[src/rtl/jtag_scan_pkg.sv]
// Shared types and TMS patterns for the JTAG scan master.
// Patterns are stored LSB-first: bit i is the TMS value of the i-th period.
package jtag_scan_pkg;

  typedef enum logic [2:0] {
    ST_INIT   = 3'd0,
    ST_IDLE   = 3'd1,
    ST_SEL_IR = 3'd2,
    ST_PRE    = 3'd3,
    ST_SHIFT  = 3'd4,
    ST_POST   = 3'd5,
    ST_DONE   = 3'd6
  } state_e;

  typedef enum logic [1:0] {
    OP_DR    = 2'b00,
    OP_IR    = 2'b01,
    OP_RESET = 2'b10,
    OP_RSVD  = 2'b11
  } op_e;

  localparam logic [7:0] PRE_TMS   = 8'b0000_0001;  // 1,0,0
  localparam logic [7:0] POST_TMS  = 8'b0000_0001;  // 1,0
  localparam logic [7:0] RESET_TMS = 8'b0001_1111;  // 1,1,1,1,1,0

  localparam logic [6:0] PRE_LAST   = 7'd2;
  localparam logic [6:0] POST_LAST  = 7'd1;
  localparam logic [6:0] RESET_LAST = 7'd5;

  function automatic logic pattern_bit(input logic [7:0] pat, input logic [2:0] idx);
    return pat[idx];
  endfunction

  function automatic logic [6:0] decode_len(input logic [5:0] len);
    if (len == 6'd0) begin
      return 7'd64;
    end else begin
      return {1'b0, len};
    end
  endfunction

endpackage

[src/rtl/jtag_scan_master_if.sv]
// Command/response channel of the JTAG scan master.
// The master modport belongs to the command issuer, slave to the scan engine.
interface jtag_scan_master_if #(parameter int MAXLEN = 64);
  import jtag_scan_pkg::*;

  logic              cmd_valid;
  logic              cmd_ready;
  logic [1:0]        cmd_op;
  logic [5:0]        cmd_len;
  logic [MAXLEN-1:0] cmd_data;
  logic              rsp_valid;
  logic [MAXLEN-1:0] rsp_data;

  modport master (
    output cmd_valid, cmd_op, cmd_len, cmd_data,
    input  cmd_ready, rsp_valid, rsp_data
  );

  modport slave (
    input  cmd_valid, cmd_op, cmd_len, cmd_data,
    output cmd_ready, rsp_valid, rsp_data
  );
endinterface

[src/rtl/jtag_shift_reg.sv]
// Scan data path: TDI bits leave from bit 0 of a right-shifting register,
// TDO bits are written into the capture image at the current bit index.
module jtag_shift_reg
  import jtag_scan_pkg::*;
#(
  parameter int MAXLEN = 64
) (
  input  logic                      CK,
  input  logic                      RST,
  input  logic                      load,
  input  logic [MAXLEN-1:0]         load_data,
  input  logic                      shift,
  output logic                      sout,
  input  logic                      capture,
  input  logic [$clog2(MAXLEN)-1:0] idx,
  input  logic                      sin,
  output logic [MAXLEN-1:0]         cap_data
);

  logic [MAXLEN-1:0] out_bits;

  // Load clears the capture image so bits never shifted read back as zero.
  always_ff @(posedge CK or posedge RST) begin
    if (RST) begin
      out_bits <= {MAXLEN{1'b0}};
      cap_data <= {MAXLEN{1'b0}};
    end else if (load) begin
      out_bits <= load_data;
      cap_data <= {MAXLEN{1'b0}};
    end else begin
      if (shift) begin
        out_bits <= {1'b0, out_bits[MAXLEN-1:1]};
      end else begin
        out_bits <= out_bits;
      end
      if (capture) begin
        cap_data[idx] <= sin;
      end else begin
        cap_data <= cap_data;
      end
    end
  end

  assign sout = out_bits[0];

endmodule

[src/rtl/jtag_scan_master.sv]
// JTAG scan master: turns DR/IR/TAP-reset commands into TCK/TMS/TDI waveforms,
// two CK cycles per TCK period (low phase, then high phase).
module jtag_scan_master
  import jtag_scan_pkg::*;
#(
  parameter int MAXLEN = 64
) (
  input  logic                    CK,
  input  logic                    RST,
  jtag_scan_master_if.slave       bus,
  output logic                    TCK,
  output logic                    TMS,
  output logic                    TDI,
  input  logic                    TDO
);

  localparam int IW = $clog2(MAXLEN);

  state_e            state;
  logic              phase_high;
  logic [6:0]        cnt;
  logic [6:0]        len;
  logic              respond;
  logic              ready;
  logic              rsp_pulse;
  logic [MAXLEN-1:0] rsp_hold;

  logic              accept;
  logic [6:0]        cnt_nxt;
  logic [6:0]        last_bit;
  logic              shift_en;
  logic              cap_en;
  logic              sout;
  logic [MAXLEN-1:0] cap_data;

  // Handshake and data-path strobes derived from the current state and phase.
  always_comb begin
    accept   = 1'b0;
    shift_en = 1'b0;
    cap_en   = 1'b0;
    cnt_nxt  = cnt + 7'd1;
    last_bit = len - 7'd1;
    if ((state == ST_IDLE) && bus.cmd_valid && ready) begin
      accept = 1'b1;
    end else begin
      accept = 1'b0;
    end
    if ((state == ST_PRE) && phase_high && (cnt == PRE_LAST)) begin
      shift_en = 1'b1;
    end else if ((state == ST_SHIFT) && phase_high && (cnt != last_bit)) begin
      shift_en = 1'b1;
    end else begin
      shift_en = 1'b0;
    end
    if ((state == ST_SHIFT) && !phase_high) begin
      cap_en = 1'b1;
    end else begin
      cap_en = 1'b0;
    end
  end

  // Sequencer: TMS/TDI change only on the edge that opens a low phase.
  always_ff @(posedge CK or posedge RST) begin
    if (RST) begin
      state      <= ST_INIT;
      phase_high <= 1'b0;
      cnt        <= 7'd0;
      len        <= 7'd0;
      respond    <= 1'b0;
      ready      <= 1'b0;
      rsp_pulse  <= 1'b0;
      rsp_hold   <= {MAXLEN{1'b0}};
      TCK        <= 1'b0;
      TMS        <= 1'b1;
      TDI        <= 1'b0;
    end else begin
      rsp_pulse <= 1'b0;
      case (state)
        ST_IDLE: begin
          if (accept) begin
            ready      <= 1'b0;
            respond    <= 1'b1;
            len        <= decode_len(bus.cmd_len);
            cnt        <= 7'd0;
            phase_high <= 1'b0;
            TCK        <= 1'b0;
            TDI        <= 1'b0;
            case (op_e'(bus.cmd_op))
              OP_DR: begin
                state <= ST_PRE;
                TMS   <= pattern_bit(PRE_TMS, 3'd0);
              end
              OP_IR: begin
                state <= ST_SEL_IR;
                TMS   <= 1'b1;
              end
              default: begin
                state <= ST_INIT;
                TMS   <= pattern_bit(RESET_TMS, 3'd0);
              end
            endcase
          end else begin
            ready <= 1'b1;
          end
        end
        ST_DONE: begin
          state <= ST_IDLE;
          ready <= 1'b1;
        end
        default: begin
          if (!phase_high) begin
            TCK        <= 1'b1;
            phase_high <= 1'b1;
          end else begin
            TCK        <= 1'b0;
            phase_high <= 1'b0;
            case (state)
              ST_INIT: begin
                if (cnt == RESET_LAST) begin
                  cnt <= 7'd0;
                  if (respond) begin
                    state     <= ST_DONE;
                    rsp_pulse <= 1'b1;
                    rsp_hold  <= cap_data;
                  end else begin
                    state <= ST_IDLE;
                    ready <= 1'b1;
                  end
                end else begin
                  cnt <= cnt_nxt;
                  TMS <= pattern_bit(RESET_TMS, cnt_nxt[2:0]);
                end
              end
              ST_SEL_IR: begin
                state <= ST_PRE;
                cnt   <= 7'd0;
                TMS   <= pattern_bit(PRE_TMS, 3'd0);
              end
              ST_PRE: begin
                if (cnt == PRE_LAST) begin
                  state <= ST_SHIFT;
                  cnt   <= 7'd0;
                  TMS   <= (len == 7'd1);
                  TDI   <= sout;
                end else begin
                  cnt <= cnt_nxt;
                  TMS <= pattern_bit(PRE_TMS, cnt_nxt[2:0]);
                end
              end
              ST_SHIFT: begin
                if (cnt == last_bit) begin
                  state <= ST_POST;
                  cnt   <= 7'd0;
                  TMS   <= pattern_bit(POST_TMS, 3'd0);
                  TDI   <= 1'b0;
                end else begin
                  cnt <= cnt_nxt;
                  TMS <= (cnt_nxt == last_bit);
                  TDI <= sout;
                end
              end
              ST_POST: begin
                if (cnt == POST_LAST) begin
                  state     <= ST_DONE;
                  cnt       <= 7'd0;
                  rsp_pulse <= 1'b1;
                  rsp_hold  <= cap_data;
                end else begin
                  cnt <= cnt_nxt;
                  TMS <= pattern_bit(POST_TMS, cnt_nxt[2:0]);
                end
              end
              default: begin
                state <= ST_INIT;
                cnt   <= 7'd0;
                TMS   <= 1'b1;
              end
            endcase
          end
        end
      endcase
    end
  end

  jtag_shift_reg #(.MAXLEN(MAXLEN)) u_shift (
    .CK        (CK),
    .RST       (RST),
    .load      (accept),
    .load_data (bus.cmd_data),
    .shift     (shift_en),
    .sout      (sout),
    .capture   (cap_en),
    .idx       (cnt[IW-1:0]),
    .sin       (TDO),
    .cap_data  (cap_data)
  );

  assign bus.cmd_ready = ready;
  assign bus.rsp_valid = rsp_pulse;
  assign bus.rsp_data  = rsp_hold;

endmodule

[src/flat_wrapper.sv]
// flat-port wrapper written by rule: the top's interface ports become plain ports
module jtag_scan_master_flat import jtag_scan_pkg::*;
#(
  parameter int MAXLEN = 64
)
  (CK, RST, TCK, TMS, TDI, TDO, bus_cmd_valid, bus_cmd_op, bus_cmd_len, bus_cmd_data, bus_cmd_ready, bus_rsp_valid, bus_rsp_data);
  jtag_scan_master_if #(.MAXLEN(MAXLEN)) bus_i ();
  input  logic CK;
  input  logic RST;
  output logic TCK;
  output logic TMS;
  output logic TDI;
  input  logic TDO;
  input wire logic [$bits(bus_i.cmd_valid)-1:0] bus_cmd_valid;
  input wire logic [$bits(bus_i.cmd_op)-1:0] bus_cmd_op;
  input wire logic [$bits(bus_i.cmd_len)-1:0] bus_cmd_len;
  input wire logic [$bits(bus_i.cmd_data)-1:0] bus_cmd_data;
  output wire logic [$bits(bus_i.cmd_ready)-1:0] bus_cmd_ready;
  output wire logic [$bits(bus_i.rsp_valid)-1:0] bus_rsp_valid;
  output wire logic [$bits(bus_i.rsp_data)-1:0] bus_rsp_data;
  assign bus_i.cmd_valid = bus_cmd_valid;
  assign bus_i.cmd_op = bus_cmd_op;
  assign bus_i.cmd_len = bus_cmd_len;
  assign bus_i.cmd_data = bus_cmd_data;
  assign bus_cmd_ready = bus_i.cmd_ready;
  assign bus_rsp_valid = bus_i.rsp_valid;
  assign bus_rsp_data = bus_i.rsp_data;
  jtag_scan_master #(.MAXLEN(MAXLEN)) u_core (.CK(CK), .RST(RST), .bus(bus_i), .TCK(TCK), .TMS(TMS), .TDI(TDI), .TDO(TDO));
endmodule
[config.mk]
export PLATFORM = sky130hd
export DESIGN_NAME = jtag_scan_master_flat
export DESIGN_NICKNAME = d
export VERILOG_FILES = /design/src/rtl/jtag_scan_pkg.sv /design/src/rtl/jtag_scan_master_if.sv /design/src/rtl/jtag_shift_reg.sv /design/src/rtl/jtag_scan_master.sv /design/src/flat_wrapper.sv
export SDC_FILE = /design/constraint.sdc
export NUM_CORES = 1
export LEC_CHECK = 0
export ABC_AREA = 1
export CELL_PAD_IN_SITES_DETAIL_PLACEMENT = 1
export CELL_PAD_IN_SITES_GLOBAL_PLACEMENT = 2
export CORE_ASPECT_RATIO = 0.9
export CORE_MARGIN = 3
export CORE_UTILIZATION = 29
export CTS_CLUSTER_DIAMETER = 60
export DETAILED_ROUTE_END_ITERATION = 7
export PLACE_DENSITY = 0.87
export SLEW_MARGIN = 25
export SYNTH_ARGS = -nofsm -noshare
export SYNTH_HDL_FRONTEND = slang
export SYNTH_SLANG_ARGS = --single-unit
[constraint.sdc]
create_clock -name CK -period 7.1 [get_ports CK]
set_clock_uncertainty 0.05 [all_clocks]
set_input_delay 1.42 -clock CK [delete_from_list [all_inputs] [get_ports CK]]
set_output_delay 1.42 -clock CK [all_outputs]
set_load 0.005 [all_outputs]
# After elaboration in Yosys (flattened, before gate mapping)
# Memory sizes are Yosys's and may differ from the RTL's.
# Index checks and enable logic that the tools add are counted.
# word_totals
in_bits,76
output_inout_bits,69
memories,2
elab_cells,140
mem_bits_ro,16
reg_bits,215
# mem_list
memory,words,word_bits,rd,rd_clocked_by_memory_dff,write_ports,line,text
(name not given),8,1,1,0,0,jtag_scan_pkg.sv:31,return pat[idx];
(name not given),8,1,1,0,0,jtag_scan_pkg.sv:31,
# classes
eq_ne,26
addsub,2
n_reduce_logical,29
order_cmp,3
bitwise,2
mux,64
# ops
cell,count
64-bit 2-to-1 mux,7
64-bit one-hot mux with 2 select lines,1
64-bit bitwise mux,1
7-bit 2-to-1 mux,7
1-bit 2-to-1 mux,28
7-bit one-hot mux with 4 select lines,1
3-bit 2-to-1 mux,7
3-bit one-hot mux with 5 select lines,1
7-bit by 1-bit equality test with 1-bit output (second input constant),2
7-bit equality test,2
7-bit one-hot mux with 2 select lines,1
1-bit one-hot mux with 2 select lines,6
6-bit AND reduction,2
3-bit nonzero test,4
5-bit AND reduction,2
3-bit equality test (second input constant),3
3-bit by 2-bit != test with 1-bit output (second input constant),3
1-bit logical AND,8
2-bit by 1-bit != test with 1-bit output (second input constant),4
4-bit by 3-bit != test with 1-bit output (second input constant),2
2-bit nonzero test,4
7-bit by 1-bit adder with 7-bit output (second input constant),1
7-bit by 2-bit equality test with 1-bit output (second input constant),1
7-bit by 3-bit equality test with 1-bit output (second input constant),1
other kinds (24),27

# Depth between registers and ports, before layout
# Gate-level depths: netlist of the first run.
# logic_depth
word_depth,7
mapped_depth,16
ltp_nobuf,14

# Cells and area by module
# A second synthesis of the first run with hierarchy kept.
# unflattened
hier_cells,1128
hier_area_um2,10510.1
# modules_own_cells
module,cells_per_inst,area_each_um2,n_inst,seq_area_each_um2
jtag_shift_reg,721,6128.4,1,3203.1
jtag_scan_master,407,4381.7,1,2178.3

# Worst setup path before layout of the first run
# No wires, ideal clock.
# synth_timing
path_type,in2reg
startpoint,input TDO
endpoint,register u_core.u_shift.cap_data[5]
slack_ns,4.593
t_required_ns,6.950
stages,4
setup_time_ns,0.100
path_buffers,2
t_arrival_ns,2.357
path_cell_list,clkbuf_1 -> clkinv_1 -> clkbuf_1 -> a311oi_1
# synth_between
elab_chain_len,3
# synth_lines
item,line,text
"start, declared",flat_wrapper.sv:13,input logic TDO;
64-bit bitwise mux,jtag_shift_reg.sv:37,cap_data[idx] <= sin;
64-bit 2-to-1 mux,jtag_shift_reg.sv:36,if (capture) begin
64-bit 2-to-1 mux,jtag_shift_reg.sv:27,end else if (load) begin
"end signal, assigned",jtag_shift_reg.sv:29,cap_data <= {MAXLEN{1'b0}};
"end signal, assigned by index",jtag_shift_reg.sv:37,
"end signal, assigned",jtag_shift_reg.sv:39,cap_data <= cap_data;
"end, declared",jtag_shift_reg.sv:17,output logic [MAXLEN-1:0] cap_data
# Every way passes these cells. The select of a mux whose other input is x is not followed.
# A chain may end at the register's enable or synchronous reset.

# Final worst setup path of the first run
# layout_timing
startpoint,input bus_cmd_valid
endpoint,register u_core.u_shift.out_bits[29]
# layout_between
elab_chain_len,4
word_cells_on_any_way,5
cone_classes,2 x mux; 3 x reduce/logical
# layout_lines
item,line,text
"start, declared",flat_wrapper.sv:14,input wire logic [$bits(bus_i.cmd_valid)-1:0] bus_cmd_valid;
1-bit logical AND (*) (2 in a row),jtag_scan_master.sv:43,if ((state == ST_IDLE) && bus.cmd_valid && ready) begin
1-bit 2-to-1 mux (*),jtag_scan_master.sv:43,
64-bit 2-to-1 mux or 2-bit nonzero test (tied branches),--,
"end signal, assigned",jtag_shift_reg.sv:25,out_bits <= {MAXLEN{1'b0}};
"end signal, assigned",jtag_shift_reg.sv:28,out_bits <= load_data;
"end signal, assigned",jtag_shift_reg.sv:32,"out_bits <= {1'b0, out_bits[MAXLEN-1:1]};"
"end, declared",jtag_shift_reg.sv:20,logic [MAXLEN-1:0] out_bits;
# Every way passes the cells marked *; elsewhere a longest branch is shown, timed or not.

==> flow_summary.json, run 1 <==
{
  "place_worst_setup_slack_ps": 2680,
  "routedWlPerCell_um": 16.9,
  "path_cells": "clkdlybuf4s50_1, nand2_1, nor2_4, inv_4, nand3_4, nand2_1, nand2_1",
  "p_leak_nw": 6.44,
  "cts.htree.levels": 1,
  "setup_viol": 0,
  "postSynthCellCount": 1331,
  "setup-tns-final_ps": 0,
  "num_vias": 9432,
  "fillers": 4242,
  "fin_total_pwr_mw": 5.11,
  "startpoint": "bus_cmd_valid",
  "post-dp-hpwl_mm": 21.1,
  "max_freq_ghz": 0.266,
  "critPathArrivalTime_ps": 4180,
  "n_antenna_cell": 0,
  "grt_antenna_before_repair": 0,
  "crit_path_max_fanout": 73,
  "ys.flop_type": "dfrtp_1",
  "post-route-min-period_ps": 3760,
  "drive_gt1_frac": 0.0587,
  "std_cell_rows": 65,
  "syn_to_final_growth_pct": 24.5,
  "hold_path_class": "flip-flop to flip-flop",
  "critPathTopFamily": "simple AND/OR/NAND/NOR gates",
  "cp_slowest_cell": "nand3_4",
  "critPathMostFrequentCell": "nand2_1",
  "routed_wirelength_mm": 32.4,
  "finalInstanceArea_um2": 13200,
  "syn_area_per_cell_um2": 7.97,
  "setup_ws_ps": 3340,
  "synth_edf_count": 0,
  "track_usage": 0.163,
  "cts_tree": "done",
  "tightest_slew_ps": 1010,
  "drcViolationCount": 0,
  "via_per_inst": 4.92,
  "dieArea_um2": 38900,
  "start_util": 0.298,
  "post_dp_cell_area_um2": 12200,
  "grt_pass1_wl_mm": 53.3,
  "die_w_um": 208,
  "gp_congestion": 0.789,
  "cts_buffers": 27,
  "cp_num_buf_inv": 2,
  "min_from": "u_core.u_shift.cap_data[46]$_DFFE_PP0P_",
  "end_kind": "flip-flop",
  "cts_root_buf": "clkbuf_16",
  "coreArea_um2": 35500,
  "grt_setup_unrepaired": "false",
  "ys_seq_area_frac": 0.507,
  "grt.busiest_layer": "met2",
  "first_pass_iters": 4,
  "clockBufferDepth": 3,
  "syn_nets": 1414,
  "irDropWorstVdd_mv": 0.179,
  "ys_ff_latch": 215,
  "status": "finished, final reports clean",
  "timing.rr.start": "u_core.len[0]$_DFFE_PP0P_",
  "drt-initial-drc-count": 560,
  "use_met2": 0.273,
  "cap_violations": 0,
  "critPathCapture": "u_core.u_shift.out_bits[29]$_DFFE_PP0P_",
  "syn_area_um2": 10600,
  "worst_skew_pair.late_latency_ps": 560,
  "final-hold-violation-count": 0,
  "ys_warn_count": 0,
  "timing.slew.headroom": 0.327,
  "reg2reg_setup_slack_ps": 3530,
  "die_h_um": 187,
  "maxSlewViolCount": 0,
  "grt_start_max_net_pins": 145,
  "clkTransAtPathRegs_ps": 60,
  "post-cts-setup-buffers": 0,
  "reg2reg_to": "u_core.u_shift.out_bits[29]$_DFFE_PP0P_",
  "drtAntennaViolNets": 0,
  "whs_ps": 422,
  "final_net_count": 1511,
  "grt_pass1_vias": 9893,
  "ctsResizeCount": 0,
  "slowest_delay_ps": 750,
  "hold_buffers": 0,
  "use_met1": 0.220,
  "synth_cell_types": 40,
  "grt_overflow": 0,
  "io_buffers": 144,
  "period_share": 0.529,
  "ios": 145,
  "async_reset_ff_frac": 1.00,
  "path_class": "primary input to flip-flop",
  "cp.required_ps": 7520,
  "reg2reg_depth": 14,
  "power.density_nw_per_um2": 387,
  "cp-start-kind": "primary input",
  "met3_usage": 0.0184,
  "clock-sinks": 215,
  "crit_cells": 7
}
## state kept, by name (all words and copies together), names as in the netlist, 3 cells and up
signal and cells:
u_core.bus.rsp_data 64, u_core.cnt 7, u_core.len 7, u_core.state 3
u_core.u_shift.cap_data 64, u_core.u_shift.out_bits 64
## layer usage
metal / wire length (um) / up-vias
met2: 15200 / 163
met4: 1050 / 0
met1: 14800 / 4655
li1: - / 4559
met5: 0 / -
met3: 1340 / 55
## how the worst min path moves through the flow
stage,to,slack (ps),cells past startpoint
after detailed placement,u_core.bus.rsp_data[62]$_DFFE_PP0P_,410,2
after CTS,u_core.bus.rsp_data[17]$_DFFE_PP0P_,430,2
after global placement,u_core.bus.rsp_data[62]$_DFFE_PP0P_,410,2
after floorplan,u_core.bus.rsp_data[0]$_DFFE_PP0P_,390,2
final,u_core.bus.rsp_data[46]$_DFFE_PP0P_,420,2
after global routing,u_core.bus.rsp_data[62]$_DFFE_PP0P_,450,2
## metrics by stage
stage,cells,utilization
floorplan,1331,-
global placement,1867,0.343
detailed placement,1867,0.343
CTS,1917,0.371
global route,1918,0.371
finish,1918,0.371
## layout by cell type (no fill, tap or decap), types with 2 or more instances in the layout
cell type / Yosys / layout
nor2_2: 5 / 5
nor4_1: 2 / 2
a21oi_1: 47 / 47
inv_4: 0 / 2
nand2_1: 611 / 609
nor2_1: 43 / 42
xor2_1: 2 / 2
clkbuf_1: 31 / 6
clkinv_2: 0 / 3
inv_2: 7 / 5
dfrtp_1: 214 / 214
a311oi_2: 2 / 2
nor2_4: 4 / 5
clkdlybuf4s50_1: 0 / 144
inv_1: 56 / 55
a31oi_1: 18 / 18
nor3_1: 37 / 37
clkinv_1: 2 / 2
bufinv_16: 0 / 6
clkbuf_8: 0 / 4
clkbuf_16: 0 / 27
nand3_1: 31 / 31
nand4_1: 71 / 71
buf_4: 10 / 7
nand2_2: 4 / 6
a311oi_1: 33 / 33
o22ai_1: 3 / 3
ha_1: 7 / 7
clkinvlp_4: 0 / 3
o21ai_0: 33 / 33
## cells in the mapped netlist (all sizes together), types with 2 or more instances
library cell / n / area share
inv: 63 / 0.022
xor2: 2 / 0.0017
a21oi: 47 / 0.022
a311oi: 35 / 0.030
nand2: 615 / 0.22
nor3: 37 / 0.017
nand3: 32 / 0.016
clkbuf: 31 / 0.011
nor4: 3 / 0.0024
clkinv: 2 / 0.00071
dfrtp: 214 / 0.51
o21ai: 34 / 0.016
ha: 7 / 0.0083
o22ai: 3 / 0.0018
nand4: 72 / 0.043
a31oi: 18 / 0.011
o31ai: 2 / 0.0019
buf: 55 / 0.041
nor2: 52 / 0.022
## cell families after synthesis
kind of cell / synth area share
xor+xnor: 0.00248
fa+ha+maj: 0.00826
simple gates: 0.322
compound gates: 0.0848
flops: 0.507
buf+inv: 0.0753
## power by group
group / internal [mW] / switching, mW
Combinational: 0.733 / 0.949
Sequential: 1.64 / 0.271
Clock: 0.964 / 0.558
## worst register-to-register path: stages (launching register included)
cell and delay [ps]:
dfrtp_1 400, inv_1 170, ha_1 350, nand2_1 120
nand3_1 70, nand2_1 70, nor2_1 90, nand2_1 70
nor2_2 120, nand3_1 140, nand2_2 80, buf_4 580
nand3_4 820, nand2_1 270, nand2_1 70
## layout make-up
cell class / count / area, um2 / area share
Clock buffer: 37 / 753 / 0.0571
Clock inverter: 13 / 239 / 0.0181
Inverter: 65 / 253 / 0.0191
Multi-Input combinational cell: 965 / 4440 / 0.336
Sequential cell: 215 / 5380 / 0.408
Tap cell: 469 / 587 / 0.0444
Timing Repair Buffer: 154 / 1550 / 0.118
(Power assumes the default switching activity.)
==> inputs of run 2 (changes only) <==
Settings changed: CORE_UTILIZATION 29 to 32, PLACE_DENSITY 0.87 to 0.9.
Clock period 7.1 ns to 3.5 ns, I/O delays scaled along.
==> flow_summary.json, run 2 (synthesized netlist as in run 1, its figures left out) <==
{
  "status": "finished, final reports clean",
  "power.density_nw_per_um2": 776,
  "p_int_mw": 6.66,
  "met3_usage": 0.0229,
  "grt_antenna_before_repair": 0,
  "num_vias": 9446,
  "gp_congestion": 0.796,
  "hold_path_class": "flip-flop to flip-flop",
  "tightest_slew_ps": 994,
  "timing.slew.headroom": 0.335,
  "dieArea_um2": 35400,
  "start_util": 0.329,
  "drive_gt1_frac": 0.0658,
  "end_kind": "flip-flop",
  "final_cell_mix": "nand2_1 (609), dfrtp_1 (214), clkdlybuf4s50_1 (144)",
  "irDropWorstVdd_mv": 0.535,
  "final-hold-violation-count": 0,
  "grt.busiest_layer": "met2",
  "startpoint": "u_core.len[0]$_DFFE_PP0P_",
  "drtAntennaViolNets": 0,
  "io_buffers": 144,
  "min_from": "u_core.u_shift.cap_data[45]$_DFFE_PP0P_",
  "fin_total_pwr_mw": 10.2,
  "p_leak_nw": 6.48,
  "critPathArrivalTime_ps": 3100,
  "net-switching-power_mw": 3.57,
  "final_net_count": 1521,
  "grt_pass1_vias": 9673,
  "ctsResizeCount": 0,
  "path_class": "flip-flop to flip-flop",
  "use_met2": 0.305,
  "crit_path_max_fanout": 64,
  "max_freq_ghz": 0.371,
  "combPwrFrac": 0.336,
  "cp.required_ps": 3900,
  "timing.rr.start": "u_core.len[0]$_DFFE_PP0P_",
  "std_cell_rows": 62,
  "maxSlewViolCount": 0,
  "clock-sinks": 215,
  "period_share": 0.771,
  "swShare": 0.349,
  "drt-initial-drc-count": 617,
  "clockBufferDepth": 3,
  "grt_pass1_wl_mm": 51.4,
  "use_met1": 0.241,
  "post-dp-hpwl_mm": 21.0,
  "cp-start-kind": "flip-flop",
  "grt_setup_unrepaired": "false",
  "die_w_um": 198,
  "cts_root_buf": "clkbuf_16",
  "cts_tree": "done",
  "grt_overflow": 0,
  "post-route-min-period_ps": 2700,
  "cap_violations": 0,
  "n_antenna_cell": 0,
  "setup_viol": 0,
  "cts_buffers": 26,
  "power_frac_seq": 0.377,
  "hold_buffers": 0,
  "track_usage": 0.178,
  "via_per_inst": 5.04,
  "post_dp_cell_area_um2": 12200,
  "clkTransAtPathRegs_ps": 60,
  "finish.utilization": 0.409,
  "first_pass_iters": 4,
  "cts.htree.levels": 1,
  "finalInstanceArea_um2": 13200,
  "pwr-share-clk": 0.287,
  "syn_to_final_growth_pct": 24.4,
  "post-cts-setup-buffers": 0,
  "drcViolationCount": 0,
  "coreArea_um2": 32300,
  "routed_wirelength_mm": 31.8,
  "worst_skew_pair.late_latency_ps": 550,
  "ios": 145,
  "mostFrequentLayoutCell": "nand2_1",
  "grt_start_max_net_pins": 131,
  "routedWlPerCell_um": 17.0,
  "die_h_um": 179
}
run 2: metrics by stage:
stage / setup TNS, ps / hold WS [ps] / std cells / setup slack (ps)
global placement: 0 / 403 / 1826 / 832
finish: 0 / 414 / 1874 / 801
global route: 0 / 408 / 1874 / 473
detailed placement: 0 / 411 / 1826 / 800
floorplan: -10130 / 387 / 1331 / -47.3
CTS: 0 / 402 / 1874 / 817
run 2: path summary, 6_finish.rpt:
path / cells after the start / endpoint / slack (ps)
worst max-delay path: 11 / u_core.u_shift.out_bits[1]$_DFFE_PP0P_ / 800
worst min-delay path: 2 / u_core.bus.rsp_data[45]$_DFFE_PP0P_ / 410
worst max register to register: 11 / u_core.u_shift.out_bits[1]$_DFFE_PP0P_ / 800
worst min register to register: 2 / u_core.bus.rsp_data[45]$_DFFE_PP0P_ / 410
max in group asynchronous: 3 / u_core.bus.rsp_data[0]$_DFFE_PP0P_ / 2030
min in group asynchronous: 2 / u_core.len[4]$_DFFE_PP0P_ / 420
run 2: critical path, cell delays in order (launching register included):
cell and delay (ps):
dfrtp_1 390, inv_1 160, ha_1 330, nand4_1 130
nand2_1 140, nor2_1 50, nor2_1 170, nand3_1 140
nand2_2 120, buf_4 570, nand4_1 210, nand2_1 130
run 2: power groups by stage:
stage	logic, mW	clock network, mW	registers (mW)
global route	3.90	3.11	3.97
floorplan	2.17	0	3.79
detailed placement	3.48	0	3.90
global placement	3.36	0	3.86
finish	3.43	2.94	3.86
CTS	3.50	3.01	3.87
run 2: routing by layer:
layer | wire, um | share of wire | vias up
met3 | 1030 | 0.033 | 26
met1 | 14900 | 0.47 | 4677
met2 | 15300 | 0.48 | 157
met5 | 0 | 0 | -
met4 | 601 | 0.019 | 0
li1 | - | - | 4586
run 2: cell type report:
| cell class | instances | area [um2] |
|---|---|---|
| repair buffers | 165 | 1650 |
| fillers | 3866 | 19100 |
| well taps | 416 | 520 |
| flip-flops and latches | 215 | 5380 |
| multi-input cells | 965 | 4430 |
| inverters | 65 | 250 |
| clock buffers | 37 | 772 |
| clock inverters | 11 | 179 |
==> inputs of run 3 (changes only) <==
Clock period 3.5 ns to 2.63 ns, I/O delays scaled along.
==> flow_summary.json, run 3 (synthesized netlist as in run 1, its figures left out) <==
{
  "fillers": 3876,
  "whs_ps": 248,
  "end_kind": "flip-flop",
  "tightest_slew_ps": 718,
  "clockBufferDepth": 3,
  "cap_violations": 0,
  "clock-sinks": 215,
  "mostFrequentLayoutCell": "nand2_1",
  "p_leak_nw": 6.48,
  "die_w_um": 198,
  "final-hold-violation-count": 0,
  "io_buffers": 144,
  "start_util": 0.329,
  "finish.utilization": 0.409,
  "drt-initial-drc-count": 623,
  "critPathArrivalTime_ps": 2840,
  "worst_skew_pair.late_latency_ps": 540,
  "drtAntennaViolNets": 0,
  "cp_num_buf_inv": 2,
  "timing.slew.headroom": 0.518,
  "cts_tree": "done",
  "hold_buffers": 0,
  "syn_to_final_growth_pct": 24.4,
  "cp.required_ps": 3040,
  "cts_root_buf": "clkbuf_16",
  "num_vias": 9439,
  "cp-start-kind": "flip-flop",
  "routedWlPerCell_um": 16.8,
  "dieArea_um2": 35400,
  "ctsResizeCount": 0,
  "grt_start_max_net_pins": 127,
  "routed_wirelength_mm": 31.7,
  "first_pass_iters": 4,
  "std_cell_rows": 62,
  "n_antenna_cell": 0,
  "via_per_inst": 5.02,
  "die_h_um": 179,
  "cts.htree.levels": 1,
  "irDropWorstVdd_mv": 0.498,
  "final_cell_mix": "nand2_1 (609), dfrtp_1 (214), clkdlybuf4s50_1 (144)",
  "drive_gt1_frac": 0.0662,
  "grt_pass1_wl_mm": 51.9,
  "power.density_nw_per_um2": 994,
  "cts_buffers": 26,
  "slowest_delay_ps": 440,
  "critPathTopFamily": "simple AND/OR/NAND/NOR gates",
  "final_net_count": 1530,
  "post-dp-hpwl_mm": 21.1,
  "track_usage": 0.178,
  "grt_pass1_vias": 9756,
  "period_share": 0.924,
  "grt_overflow": 0,
  "maxSlewViolCount": 0,
  "hold_path_class": "primary input to async pin",
  "post-route-min-period_ps": 2430,
  "cp_slowest_cell": "dfrtp_1",
  "grt_antenna_before_repair": 0,
  "ios": 145,
  "setup-tns-final_ps": 0,
  "max_freq_ghz": 0.411,
  "status": "finished, final reports clean",
  "crit_path_max_fanout": 20,
  "coreArea_um2": 32300,
  "drcViolationCount": 0,
  "critPathMostFrequentCell": "nand2_1",
  "post-cts-setup-buffers": 0,
  "grt_setup_unrepaired": "false",
  "gp_congestion": 0.797,
  "path_cells": "inv_2, nand2_1, nor2_4, nand2_1, nor2_1, buf_4, nand2_1, nor2_1, o21ai_0, a21oi_1",
  "clkTransAtPathRegs_ps": 60,
  "path_class": "flip-flop to flip-flop",
  "setup_viol": 0
}
run 3: changes by cell type in the layout (fill, tap and decap cells not counted), sizes merged:
| cell | change |
|---|---|
| bufinv | -4 |
| buf | +9 |
| inv | -1 |
| clkinv | +1 |
| clkbuf | +2 |
run 3: cell type report:
cell class / count / area [um2] / area share
Sequential cell: 215 / 5380 / 0.408
Clock buffer: 39 / 739 / 0.0561
Clock inverter: 7 / 56.3 / 0.00427
Inverter: 65 / 250 / 0.0190
Multi-Input combinational cell: 965 / 4430 / 0.336
Timing Repair Buffer: 174 / 1800 / 0.137
Tap cell: 416 / 520 / 0.0395
run 3: metrics by stage:
step           total power, mW  cells  area [um2]  setup slack (ps)
3_5_place_dp              9.87   1835       12400               257
3_3_place_gp              9.67   1835       12400               295
4_1_cts                   13.3   1881       13200               206
2_1_floorplan             7.93   1331       10600              -743
5_1_grt                   14.1   1881       13200              30.4
6_report                  13.1   1881       13200               200
run 3: worst paths after layout:
check                                                             from                                 endpoint  cells after the start  slack [ps]
max in group asynchronous                                          RST  u_core.u_shift.out_bits[36]$_DFFE_PP0P_                      3        1620
worst max register to register             u_core.state[1]$_DFFE_PP0P_  u_core.u_shift.cap_data[19]$_DFFE_PP0P_                     10         200
worst min-delay path                                               RST  u_core.u_shift.cap_data[47]$_DFFE_PP0P_                      2         250
min in group CK                 u_core.u_shift.cap_data[2]$_DFFE_PP0P_       u_core.bus.rsp_data[2]$_DFFE_PP0P_                      2         430
worst min register to register  u_core.u_shift.cap_data[2]$_DFFE_PP0P_       u_core.bus.rsp_data[2]$_DFFE_PP0P_                      2         430
worst max-delay path                       u_core.state[1]$_DFFE_PP0P_  u_core.u_shift.cap_data[19]$_DFFE_PP0P_                     10         200
run 3: where the power goes:
part	switching (mW)	internal [mW]
Combinational	2.57	2.05
Clock	1.40	1.94
Sequential	0.725	4.42
Total	4.69	8.41
run 3: per-layer routing:
layer  GRT usage  vias to the layer above  wire (um)
met5           0                        -          0
met4      0.0439                        0        749
li1            -                     4600          -
met3      0.0186                       39        890
met1       0.248                     4662      15200
met2       0.299                      138      14800
